===== src/rtl/button_debounce_ctrl.sv =====
// Push-button front end: two-flop synchroniser, per-button debounce,
// sticky rise/fall event latches and a picosoc memory-mapped slave.
//
// Ports:
//   clk, resetn      clock, asynchronous active-low reset
//   addr/wdata/wstrb picosoc bus request (addr[3:2] selects register)
//   valid/ready      request strobe / one-cycle acknowledge
//   rdata            read data, zero outside the acknowledge cycle
//   btn_raw          raw asynchronous button pins, active-high
//   btn_clean        debounced levels for the PL peripheral
//   irq              level interrupt, OR of enabled rise events
//
// Registers (word offsets):
//   0x0 STATUS  RO    debounced levels
//   0x4 RISE    RW1C  sticky rise events
//   0x8 FALL    RW1C  sticky fall events
//   0xC IRQ_EN  RW    per-button rise interrupt enable

module button_debounce_ctrl #(
   parameter int NBTN            = 3,
   parameter int DEBOUNCE_CYCLES = 12000,
   parameter int CTR_W           = 14
) (
   input  logic            clk,
   input  logic            resetn,
   input  logic [15:0]     addr,
   input  logic [31:0]     wdata,
   input  logic [3:0]      wstrb,
   output logic [31:0]     rdata,
   input  logic            valid,
   output logic            ready,
   input  logic [NBTN-1:0] btn_raw,
   output logic [NBTN-1:0] btn_clean,
   output logic            irq
);

   localparam logic [CTR_W-1:0] CNT_MAX =
      CTR_W'(DEBOUNCE_CYCLES - 1);

   localparam logic [1:0] A_STATUS = 2'd0;
   localparam logic [1:0] A_RISE   = 2'd1;
   localparam logic [1:0] A_FALL   = 2'd2;
   localparam logic [1:0] A_IRQEN  = 2'd3;

   // ------------------------------------------------------------
   // Synchroniser
   // ------------------------------------------------------------
   logic [NBTN-1:0] sync1_q;
   logic [NBTN-1:0] sync2_q;

   always_ff @(posedge clk or negedge resetn) begin
      if (!resetn) begin
         sync1_q <= '0;
         sync2_q <= '0;
      end else begin
         sync1_q <= btn_raw;
         sync2_q <= sync1_q;
      end
   end

   // ------------------------------------------------------------
   // Debounce
   // ------------------------------------------------------------
   logic [NBTN-1:0]  clean_q;
   logic [NBTN-1:0]  clean_d;
   logic [CTR_W-1:0] cnt_q [NBTN];
   logic [CTR_W-1:0] cnt_d [NBTN];
   logic [NBTN-1:0]  rise_set;
   logic [NBTN-1:0]  fall_set;

   // The counter only runs while the synchronised level disagrees
   // with the accepted level; any agreement restarts it, so a level
   // must be held for DEBOUNCE_CYCLES consecutive samples to win.
   // The >= comparison keeps the counter from ever wrapping.
   always_comb begin
      clean_d  = clean_q;
      rise_set = '0;
      fall_set = '0;
      for (int i = 0; i < NBTN; i++) begin
         cnt_d[i] = '0;
         if (sync2_q[i] != clean_q[i]) begin
            if (cnt_q[i] >= CNT_MAX) begin
               clean_d[i]  = sync2_q[i];
               rise_set[i] = sync2_q[i];
               fall_set[i] = ~sync2_q[i];
            end else begin
               cnt_d[i] = cnt_q[i] + CTR_W'(1);
            end
         end
      end
   end

   always_ff @(posedge clk or negedge resetn) begin
      if (!resetn) begin
         clean_q <= '0;
         for (int i = 0; i < NBTN; i++) begin
            cnt_q[i] <= '0;
         end
      end else begin
         clean_q <= clean_d;
         for (int i = 0; i < NBTN; i++) begin
            cnt_q[i] <= cnt_d[i];
         end
      end
   end

   // ------------------------------------------------------------
   // Bus slave
   // ------------------------------------------------------------
   logic            ready_q;
   logic            ready_d;
   logic [31:0]     rdata_q;
   logic [31:0]     rdata_d;
   logic [NBTN-1:0] rise_q;
   logic [NBTN-1:0] rise_d;
   logic [NBTN-1:0] fall_q;
   logic [NBTN-1:0] fall_d;
   logic [NBTN-1:0] irq_en_q;
   logic [NBTN-1:0] irq_en_d;

   logic            acc;
   logic            wr;
   logic [1:0]      sel;
   logic [NBTN-1:0] wbits;
   logic [NBTN-1:0] rsel;
   logic [NBTN-1:0] rise_clr;
   logic [NBTN-1:0] fall_clr;

   // An access is taken only while ready is low, which spaces
   // acknowledges at least two cycles apart under held valid.
   assign acc   = valid && !ready_q;
   assign wr    = acc && wstrb[0];
   assign sel   = addr[3:2];
   assign wbits = wdata[NBTN-1:0];

   always_comb begin
      rsel = '0;
      unique case (sel)
         A_STATUS: rsel = clean_q;
         A_RISE:   rsel = rise_q;
         A_FALL:   rsel = fall_q;
         A_IRQEN:  rsel = irq_en_q;
      endcase
   end

   always_comb begin
      rise_clr = '0;
      fall_clr = '0;
      irq_en_d = irq_en_q;
      if (wr) begin
         if (sel == A_RISE)  rise_clr = wbits;
         if (sel == A_FALL)  fall_clr = wbits;
         if (sel == A_IRQEN) irq_en_d = wbits;
      end
   end

   // A new event in the same cycle as its clear keeps the bit set.
   assign rise_d = (rise_q & ~rise_clr) | rise_set;
   assign fall_d = (fall_q & ~fall_clr) | fall_set;

   // Read data is captured from the pre-write register values.
   always_comb begin
      ready_d = acc;
      rdata_d = '0;
      if (acc) begin
         rdata_d = {{(32-NBTN){1'b0}}, rsel};
      end
   end

   always_ff @(posedge clk or negedge resetn) begin
      if (!resetn) begin
         ready_q  <= 1'b0;
         rdata_q  <= '0;
         rise_q   <= '0;
         fall_q   <= '0;
         irq_en_q <= '0;
      end else begin
         ready_q  <= ready_d;
         rdata_q  <= rdata_d;
         rise_q   <= rise_d;
         fall_q   <= fall_d;
         irq_en_q <= irq_en_d;
      end
   end

   logic unused_bits;
   assign unused_bits = ^{addr[15:4], addr[1:0],
                          wdata[31:NBTN], wstrb[3:1]};

   assign ready     = ready_q;
   assign rdata     = rdata_q;
   assign btn_clean = clean_q;
   assign irq       = |(rise_q & irq_en_q);

endmodule


===== config.mk =====
export PLATFORM = sky130hd
export DESIGN_NAME = button_debounce_ctrl
export DESIGN_NICKNAME = d
export VERILOG_FILES = /design/src/rtl/button_debounce_ctrl.sv
export SDC_FILE = /design/constraint.sdc
export NUM_CORES = 1
export LEC_CHECK = 0
export ABC_AREA = 1
export BUFFER_PORTS_ARGS = -buffer_cell sky130_fd_sc_hd__buf_4
export CORE_AREA = 5 5 122 124
export DETAILED_ROUTE_END_ITERATION = 12
export DIE_AREA = 0 0 127 129
export PLACE_DENSITY_LB_ADDON = 0.3
export SYNTH_ARGS = -nofsm -noshare
export SYNTH_HDL_FRONTEND = slang
export SYNTH_SLANG_ARGS = --single-unit

===== constraint.sdc =====
create_clock -name clk -period 2.1 [get_ports clk]
set_input_delay 0.315 -clock clk [delete_from_list [all_inputs] [get_ports clk]]
set_output_delay 0.315 -clock clk [all_outputs]
set_load 0.005 [all_outputs]

# Yosys cells after proc, flatten, opt, wreduce, memory -nomap -nowiden
# Cells that the tools add are included.
[op_classes]
addsub = 3
mul = 0
div_mod_pow = 0
order_cmp = 3
eq_ne = 6
shifts = 0
mux = 24
bitwise = 10
n_reduce_logical = 9
[op_table]
columns = ["operator", "n"]
rows = [
  ["two-way mux 14 bit", 6],
  ["adder 14 x 1 -> 14 bit, second input constant", 3],
  [">= comparator 14 bit, second input constant", 3],
  ["two-way mux 3 bit", 5],
  ["two-way mux 1 bit", 12],
  ["case mux 3 bit (4 select lines)", 1],
  ["bitwise AND 3 bit", 3],
  ["AND reduction 2 bit", 4],
  ["NOT 3 bit", 2],
  ["OR 3 bit", 2],
  ["== test 2 bit, second input constant", 2],
  ["inequality test 1 bit", 3],
  ["NOT 1 bit", 3],
  ["OR reduction 3 bit", 1],
  ["== test 2 x 1 -> 1 bit, second input constant", 1],
  ["logical AND 1 bit", 2],
  ["logical NOT 2 bit", 1],
  ["logical NOT 1 bit", 1],
]
[word_totals]
register_bits = 93
latch_bits = 0
mem_bits_rw = 0
mem_bits_ro = 0
inputBits = 58
memories = 0

# Depth between registers and ports, before layout
# Gate-level depths: netlist of run 1.
[depth]
depth_word = 7
ltp_mapped = 9
ltp_nobuf = 9

# Least setup slack after synthesis of run 1
# Ideal clock, no wire load.
[synth_timing]
path_type = "reg-to-reg"
startpoint = "reg cnt_q[28] in the netlist's numbering"
endpoint = "reg cnt_q[40] in the netlist's numbering"
setup_ns = 0.071
arrival_time_ns = 1.202
setup_slack_ns = 0.827
path_stages_with_launch = 8
n_path_buf = 1
synth_period_minus_slack_ns = 1.273
cell_sequence = "dfrtp_1 -> ha_1 -> nand4_1 -> nand2_1 -> nand2_1 -> nand3b_4 -> buf_6 -> nor2_1"
[synth_rtl]
columns = ["item", "line", "text"]
rows = [
  ["from (decl)", "66", "logic [CTR_W-1:0] cnt_q [NBTN];"],
  ["from (signal, indexed assignment)", "102", "cnt_q[i] <= cnt_d[i];"],
]

==> summary.md, run 1 <==
| Metric | Value |
|---|---|
| Critical Path, Cell by Cell | ha_1 -> nand4_1 -> nand2_1 -> nand2_1 -> nand3b_4 -> a21oi_1 |
| Cell accounting for the most synthesized area | dfrtp_1 |
| GP Congestion | 0.779 |
| Slowest Stage Delay on Critical Path | 0.39 ns |
| DRC | 0 |
| Post-synth EDFFs | 0 |
| Routed length per placed instance | 10.3 µm |
| # fillers | 1,456 |
| Tmin final | 1.42 ns |
| Share of the synthesized area in the top cell type | 45.9% |
| Violated checks | hold timing |
| YS warnings | 0 |
| Port Buffers | 19 |
| Cell Area, Synth | 3490 µm² |
| Leading register cell type out of synthesis | dfrtp_1 |
| Effective utilization at floorplan | 25.5% |
| Routed Antenna Nets | 0 |
| First-pass GRT wire length | 11.8 mm |
| Ant. Diodes | 0 |
| Number of setup buffers added after CTS | 0 |
| Number of global-route vias before repair | 2,565 |
| Synth cell types | 26 |
| Critical path class | reg2reg |
| Register area share after synthesis | 45.9% |
| Area of the core | 13,700 µm² |
| Peak Freq | 0.704 GHz |
| TritonRoute pass-1 iters | 4 |
| Setup violators final | 0 |
| Most numerous cell in the Yosys netlist | nand2_1 |
| Iteration-0 DRC Markers | 94 |
| Startpoint types | flip-flop |
| Clock transition at the registers of the reported paths | 0.05 ns |
| Worst endpoint required time | 2.34 ns |
| RSZ-0062 raised after global routing | no |
| H-tree levels | 3 |
| Non-Filler Instances | 646 |
| Synth Register Bits | 64 |
| Ports | 95 |
| Fraction of registers with async set/reset | 100% |
| Worst skew pair latency | 0.32 ns |
| Layout cells sized above 1 | 13.7% |
| Die width | 127 µm |
| CTS Buf Count | 9 |
| Slew @ Worst Pin | 0.559 ns |
| GRT Residual Overflow | 0 |
| Crit path DAT | 1.66 ns |
| Pleak | 1.85 nW |
| Final cycle utilization of the critical path | 67.6% |
| Clock Skews | 0.00504 ns |
| CP max FO | 13 |
| Power per standard cell area | 779 nW/µm² |
| Root Buffer | clkbuf_16 |
| Outcome | finished with violations |
| Final nets | 523 |
| Hold Violations, Final | 37 |
| CTS tree | yes |
| Worst IR Drop VDD | 0.000373 V |
| Vias per inst | 4.04 |
| Clk sinks | 64 |
| PostCTS Resize Cnt | 0 |
| Cell Rows | 43 |
| Max cap viols | 0 |
| Area occupied by multi-input gates | 1550 µm² |
| Hold_ws | -0.00907 ns |
| Clock Path Buffers | 2 |
| Setup TNS | 0 ns |
| List of most frequent post-synthesis cells | 109 x nand2_1, 76 x nor2_1, 64 x dfrtp_1, 48 x inv_1, 29 x buf_4 |
| Sequential cell area | 1600 µm² |
| Total Wirelength | 6.64 mm |
| Synthesized instance count | 433 |
| Post-DP HPWL | 5.00 mm |
| All-Layer GR Usage | 8.87% |
| Slew Limit Headroom | 62.8% |
| P&R area growth vs syn | 16.2% |
| Avg Cell Area, Syn | 8.06 µm² |
| Pins Over Slew Limit | 0 |
| Synth area leaders | dfrtp_1 46%, nand2_1 12%, nor2_1 8.2% |
| Slowest cell on the critical path | dfrtp_1 |
| Most used cell, CP | nand2_1 |
| Largest net degree at the start of global routing | 44 |
| Initial antenna violation count | 0 |
| Via count | 2,613 |
| Hold Path Class | in2async |
| Setup crit end kind | flip-flop |
| DIE AREA | 16,400 µm² |
| Die Span Y | 129 µm |
| Cts hold-fix bufs | 0 |
| Placed cell count | 631 |
-- worst max-delay path, delay by kind of cell, from the launching register on --
family / cells / cell delay [ns]
and+or+nand+nor: 4 / 0.49
DFF: 1 / 0.39
adders and majority gates: 1 / 0.27
AOI/OAI and AO/OA: 1 / 0.18
-- where the power goes --
| group | internal (mW) | switching (mW) |
|---|---|---|
| registers | 1.30 | 0.0469 |
| logic | 0.0829 | 0.125 |
| clock network | 1.09 | 0.507 |
-- area by class of cell --
cell class,instances,share of cell area [%]
clock buffers,12,6.33
clock inverters,3,1.60
well taps,180,5.55
multi-input cells,313,38.1
inverters,52,4.81
repair buffers,22,4.07
flip-flops and latches,64,39.5
-- through the flow --
stage	util, %	setup WS [ns]	total power [mW]	area [µm²]
2_1_floorplan	-	0.827	1.52	3590
3_3_place_gp	27.3	0.695	1.57	3730
3_5_place_dp	27.3	0.689	1.58	3730
4_1_cts	29.7	0.675	3.22	4060
5_1_grt	29.7	0.536	3.31	4060
6_report	29.7	0.680	3.16	4060
-- flip-flops by register name (all words and copies together) (netlist names) --
register   cells
sync1_q        3
rise_q         3
ready          1
sync2_q        3
btn_clean      3
rdata          3
irq_en_q       3
cnt_q         42
fall_q         3
-- layout by cell type, fill, tap and decap left out, types with 2 or more instances in the layout --
cell type,Yosys,final
a21oi_1,3,3
a41oi_1,3,3
buf_4,29,22
bufinv_16,0,2
clkbuf_16,0,9
clkbuf_8,0,2
conb_1,1,29
dfrtp_1,64,64
ha_1,3,3
inv_1,48,48
inv_2,4,4
nand2_1,109,109
nand2_2,2,2
nand3_1,12,12
nand3_2,5,5
nand3b_4,3,3
nand4_1,9,9
nor2_1,76,76
nor2_2,5,5
nor2_4,4,4
nor3_1,6,6
nor3_2,2,2
o21ai_0,15,15
o21ai_1,2,2
o21ai_2,3,3
o21bai_1,4,4
xnor2_1,6,6
xor2_1,12,12
-- path summary, 6_finish.rpt --
path / cells after the start / start / endpoint / slack (ns)
max in group asynchronous: 2 / resetn / sync1_q[2] / 1.55
worst min-delay path: 1 / resetn / cnt_q[18] / -0.009
worst min register to register: 0 / sync1_q[1] / sync2_q[1] / 0.35
worst max register to register: 6 / cnt_q[14] / cnt_q[26] / 0.68
min in group clk: 1 / btn_raw[1] / sync1_q[1] / 0.10
worst max-delay path: 6 / cnt_q[14] / cnt_q[26] / 0.68
-- kinds of logic (layout without fill, tap and decap cells) --
kind of cell	count (synthesis)	in the layout	share of synthesized area [%]
compound gates	30	30	5.23
xor+xnor	18	18	4.52
fa+ha+maj	3	3	1.08
buf+inv	84	89	12.8
flops	64	64	45.9
other cells	1	29	0.107
simple gates	233	233	30.4
-- routing by layer --
layer,share of wire (%),track usage [%],wire length (µm),up-vias
met5,0,0,0,-
met4,1.2,2.84,82,0
met3,5.6,2.86,372,8
met2,46,14.1,3040,57
met1,47,11.5,3150,1202
li1,-,-,-,1346
(Power assumes the default switching activity.)
==> run 2, diff against run 1 <==
clock period = 1.3 ns   (was 2.1 ns; I/O delays follow)
==> summary.md, run 2 (synthesis gave the netlist of run 1 again) <==
| Metric | Value |
|---|---|
| Critical path class | reg2reg |
| Sequential cell area | 1610 µm² (+0.31%) |
| Reg-to-reg slack, setup | 0.005 ns (-0.68 ns) |
| Hold path cells | 3 |
| Total Wirelength | 7.37 mm (+11%) |
| Worst r2r dst | cnt_q[6] |
| Largest net degree at the start of global routing | 27 (-39%) |
| Final nets | 555 (+6.1%) |
| Initial antenna violation count | 0 (unchanged) |
| Cell Rows | 43 (unchanged) |
| Setup crit end kind | flip-flop |
| Max reg flops | 42 (unchanged) |
| Slowest Stage Delay on Critical Path | 0.36 ns (-0.03 ns) |
| Clock transition at the registers of the reported paths | 0.05 ns (about the same) |
| Clock Path Buffers | 2 (unchanged) |
| H-tree levels | 3 (unchanged) |
| # fillers | 1,430 (-1.8%) |
| Worst IR Drop VDD | 0.000751 V (+100%) |
| Clk sinks | 64 (unchanged) |
| CTS tree | yes |
| Place WS | -0.0626 ns (-0.751 ns) |
| Port Buffers | 19 (unchanged) |
| Die Span Y | 129 µm (unchanged) |
| Placed cell count | 644 (+2.1%) |
| Final worst setup slack | 0.00509 ns (-0.675 ns) |
| Via count | 2,777 (+6.3%) |
| DIE AREA | 16,400 µm² (unchanged) |
| Hold_ws | 0.0906 ns (+0.0996 ns) |
| Vias per inst | 4.10 (+1.4%) |
| Area occupied by multi-input gates | 1790 µm² (+16%) |
| Hold Path Class | in2reg |
| R2r startpoint | cnt_q[1] |
| Worst reg2reg path depth | 7 (+1) |
| Crit path DAT | 1.55 ns (-0.11 ns) |
| Internal power | 3.71 mW (+50%) |
| Hold Violations, Final | 0 (-100%) |
| Ports | 95 (unchanged) |
| Setup violators final | 0 (unchanged) |
| Clock network power share | 46.0% (-4.7 points) |
| Tmin final | 1.29 ns (-0.125 ns) |
| Setup TNS | 0 ns (unchanged) |
| Final instance area | 4500 µm² (+11%) |
| Pins Over Slew Limit | 0 (unchanged) |
| Pleak | 2.06 nW (+11%) |
| Effective utilization at floorplan | 25.5% (unchanged) |
| Hold_sp | wdata[0] |
| Routed length per placed instance | 10.9 µm (+5.9%) |
| Post-DP HPWL | 5.19 mm (+3.8%) |
| Commonest non-fill, non-tap cells in the layout | 95 x nand2_1, 60 x dfrtp_1, 56 x nor2_1 |
| Post-layout util | 32.9% (+3.3 points) |
| Final cycle utilization of the critical path | 99.6% (+32 points) |
| Max cap viols | 0 (unchanged) |
| Psw | 1.10 mW (+62%) |
| Routed Antenna Nets | 0 (unchanged) |
| P&R area growth vs syn | 29.0% |
| Area of the core | 13,700 µm² (unchanged) |
| Worst skew pair latency | 0.32 ns (about the same) |
| Number of global-route vias before repair | 2,705 (+5.5%) |
| GP Congestion | 0.812 (+4.3%) |
| Ant. Diodes | 0 (unchanged) |
| Slowest cell on the critical path | dfrtp_1 |
| Total power | 4.82 mW (+52%) |
| Peak Freq | 0.772 GHz (+9.6%) |
| Critical Path, Cell by Cell | ha_2 -> nand2_2 -> nor2_4 -> nand3_2 -> buf_4 -> xor2_1 -> nor2_1 |
| Worst endpoint required time | 1.55 ns (-0.79 ns) |
| Sw Share | 22.9% (+1.3 points) |
| Clock Skews | 0.00395 ns (-0.00108 ns) |
| Cell Area, Placed | 3840 µm² (+2.9%) |
| Root Buffer | clkbuf_16 |
| Most common cell after layout, fill and taps aside | nand2_1 |
| All-Layer GR Usage | 9.28% (+0.40 points) |
| RSZ-0062 raised after global routing | yes |
| Hold Crit Endpoint | irq_en_q[0] |
| Combinational share of power | 8.6% (+2.0 points) |
| Power per standard cell area | 1070 nW/µm² (+37%) |
| Die width | 127 µm (unchanged) |
| Non-Filler Instances | 677 (+4.8%) |
| Layout cells sized above 1 | 27.8% (+14 points) |
| Iteration-0 DRC Markers | 120 (+28%) |
| CP max FO | 3 (-10) |
| GRT Residual Overflow | 0 (unchanged) |
| Largest Register | cnt_q |
| DRC | 0 (unchanged) |
| CTS Buf Count | 9 (unchanged) |
| Outcome | finished, final reports clean |
| TritonRoute pass-1 iters | 4 (unchanged) |
| Share of power burned in registers | 45.3% (+2.6 points) |
| Startpoint types | flip-flop |
| First-pass GRT wire length | 12.3 mm (+4.3%) |
## run 2: cell count changes in the layout (fill, tap and decap cells not counted), moves of 5 or more
cell and change:
nor2_2 +17, buf_4 +23, o21ai_0 -5, nand2_1 -14
nor2_1 -20, nand2_2 +10
## run 2: layer usage
layer,global-route usage [%],wire (µm)
met1,11.6,3420
met2,15.3,3490
met3,2.91,339
met4,2.84,123
met5,0,0
## run 2: critical path, delay by kind of cell (launching register included)
| kind | cells | cell delay [ns] |
|---|---|---|
| XOR/XNOR | 1 | 0.13 |
| adder cells (fa/ha/maj) | 1 | 0.21 |
| buffers and inverters | 1 | 0.14 |
| flip-flops | 1 | 0.36 |
| AND/OR/NAND/NOR | 4 | 0.39 |
## run 2: worst max-delay path by stage
stage               startpoint   endpoint  slack [ns]  cells past startpoint
finish                cnt_q[1]   cnt_q[6]       0.005                      7
global route          cnt_q[1]  cnt_q[12]       -0.07                      7
CTS                  cnt_q[29]  cnt_q[35]      -0.001                      6
detailed placement   cnt_q[14]  cnt_q[26]       -0.06                      6
global placement     cnt_q[14]  cnt_q[26]       -0.05                      6
floorplan            cnt_q[28]  cnt_q[40]        0.03                      7
## run 2: cell type report
class,instances,area share [%]
multi-input combinational,316,39.8
sequential,64,35.7
timing repair buffer,51,9.09
clock buffer,14,6.09
tap,180,5.00
inverter,52,4.34
## run 2: what timing repair did
| action | 4_1_cts | 5_1_grt |
|---|---|---|
| hold buffers | 4 | 0 |
| endpoints found under the hold margin | 17 | 0 |
| endpoints found under the setup margin | 46 | 54 |
| pin swaps | 9 | 30 |
| cloned | 2 | 1 |
| gates resized for setup | 15 | 53 |
| buffers inserted | 3 | 9 |
## run 2: power groups by stage
| stage | combinational, mW | sequential [mW] | clock, mW |
|---|---|---|---|
| after global placement | 0.363 | 2.20 | 0 |
| after floorplan | 0.262 | 2.19 | 0 |
| after CTS | 0.403 | 2.18 | 2.29 |
| final | 0.416 | 2.18 | 2.22 |
| after global routing | 0.482 | 2.20 | 2.38 |
| after detailed placement | 0.373 | 2.21 | 0 |
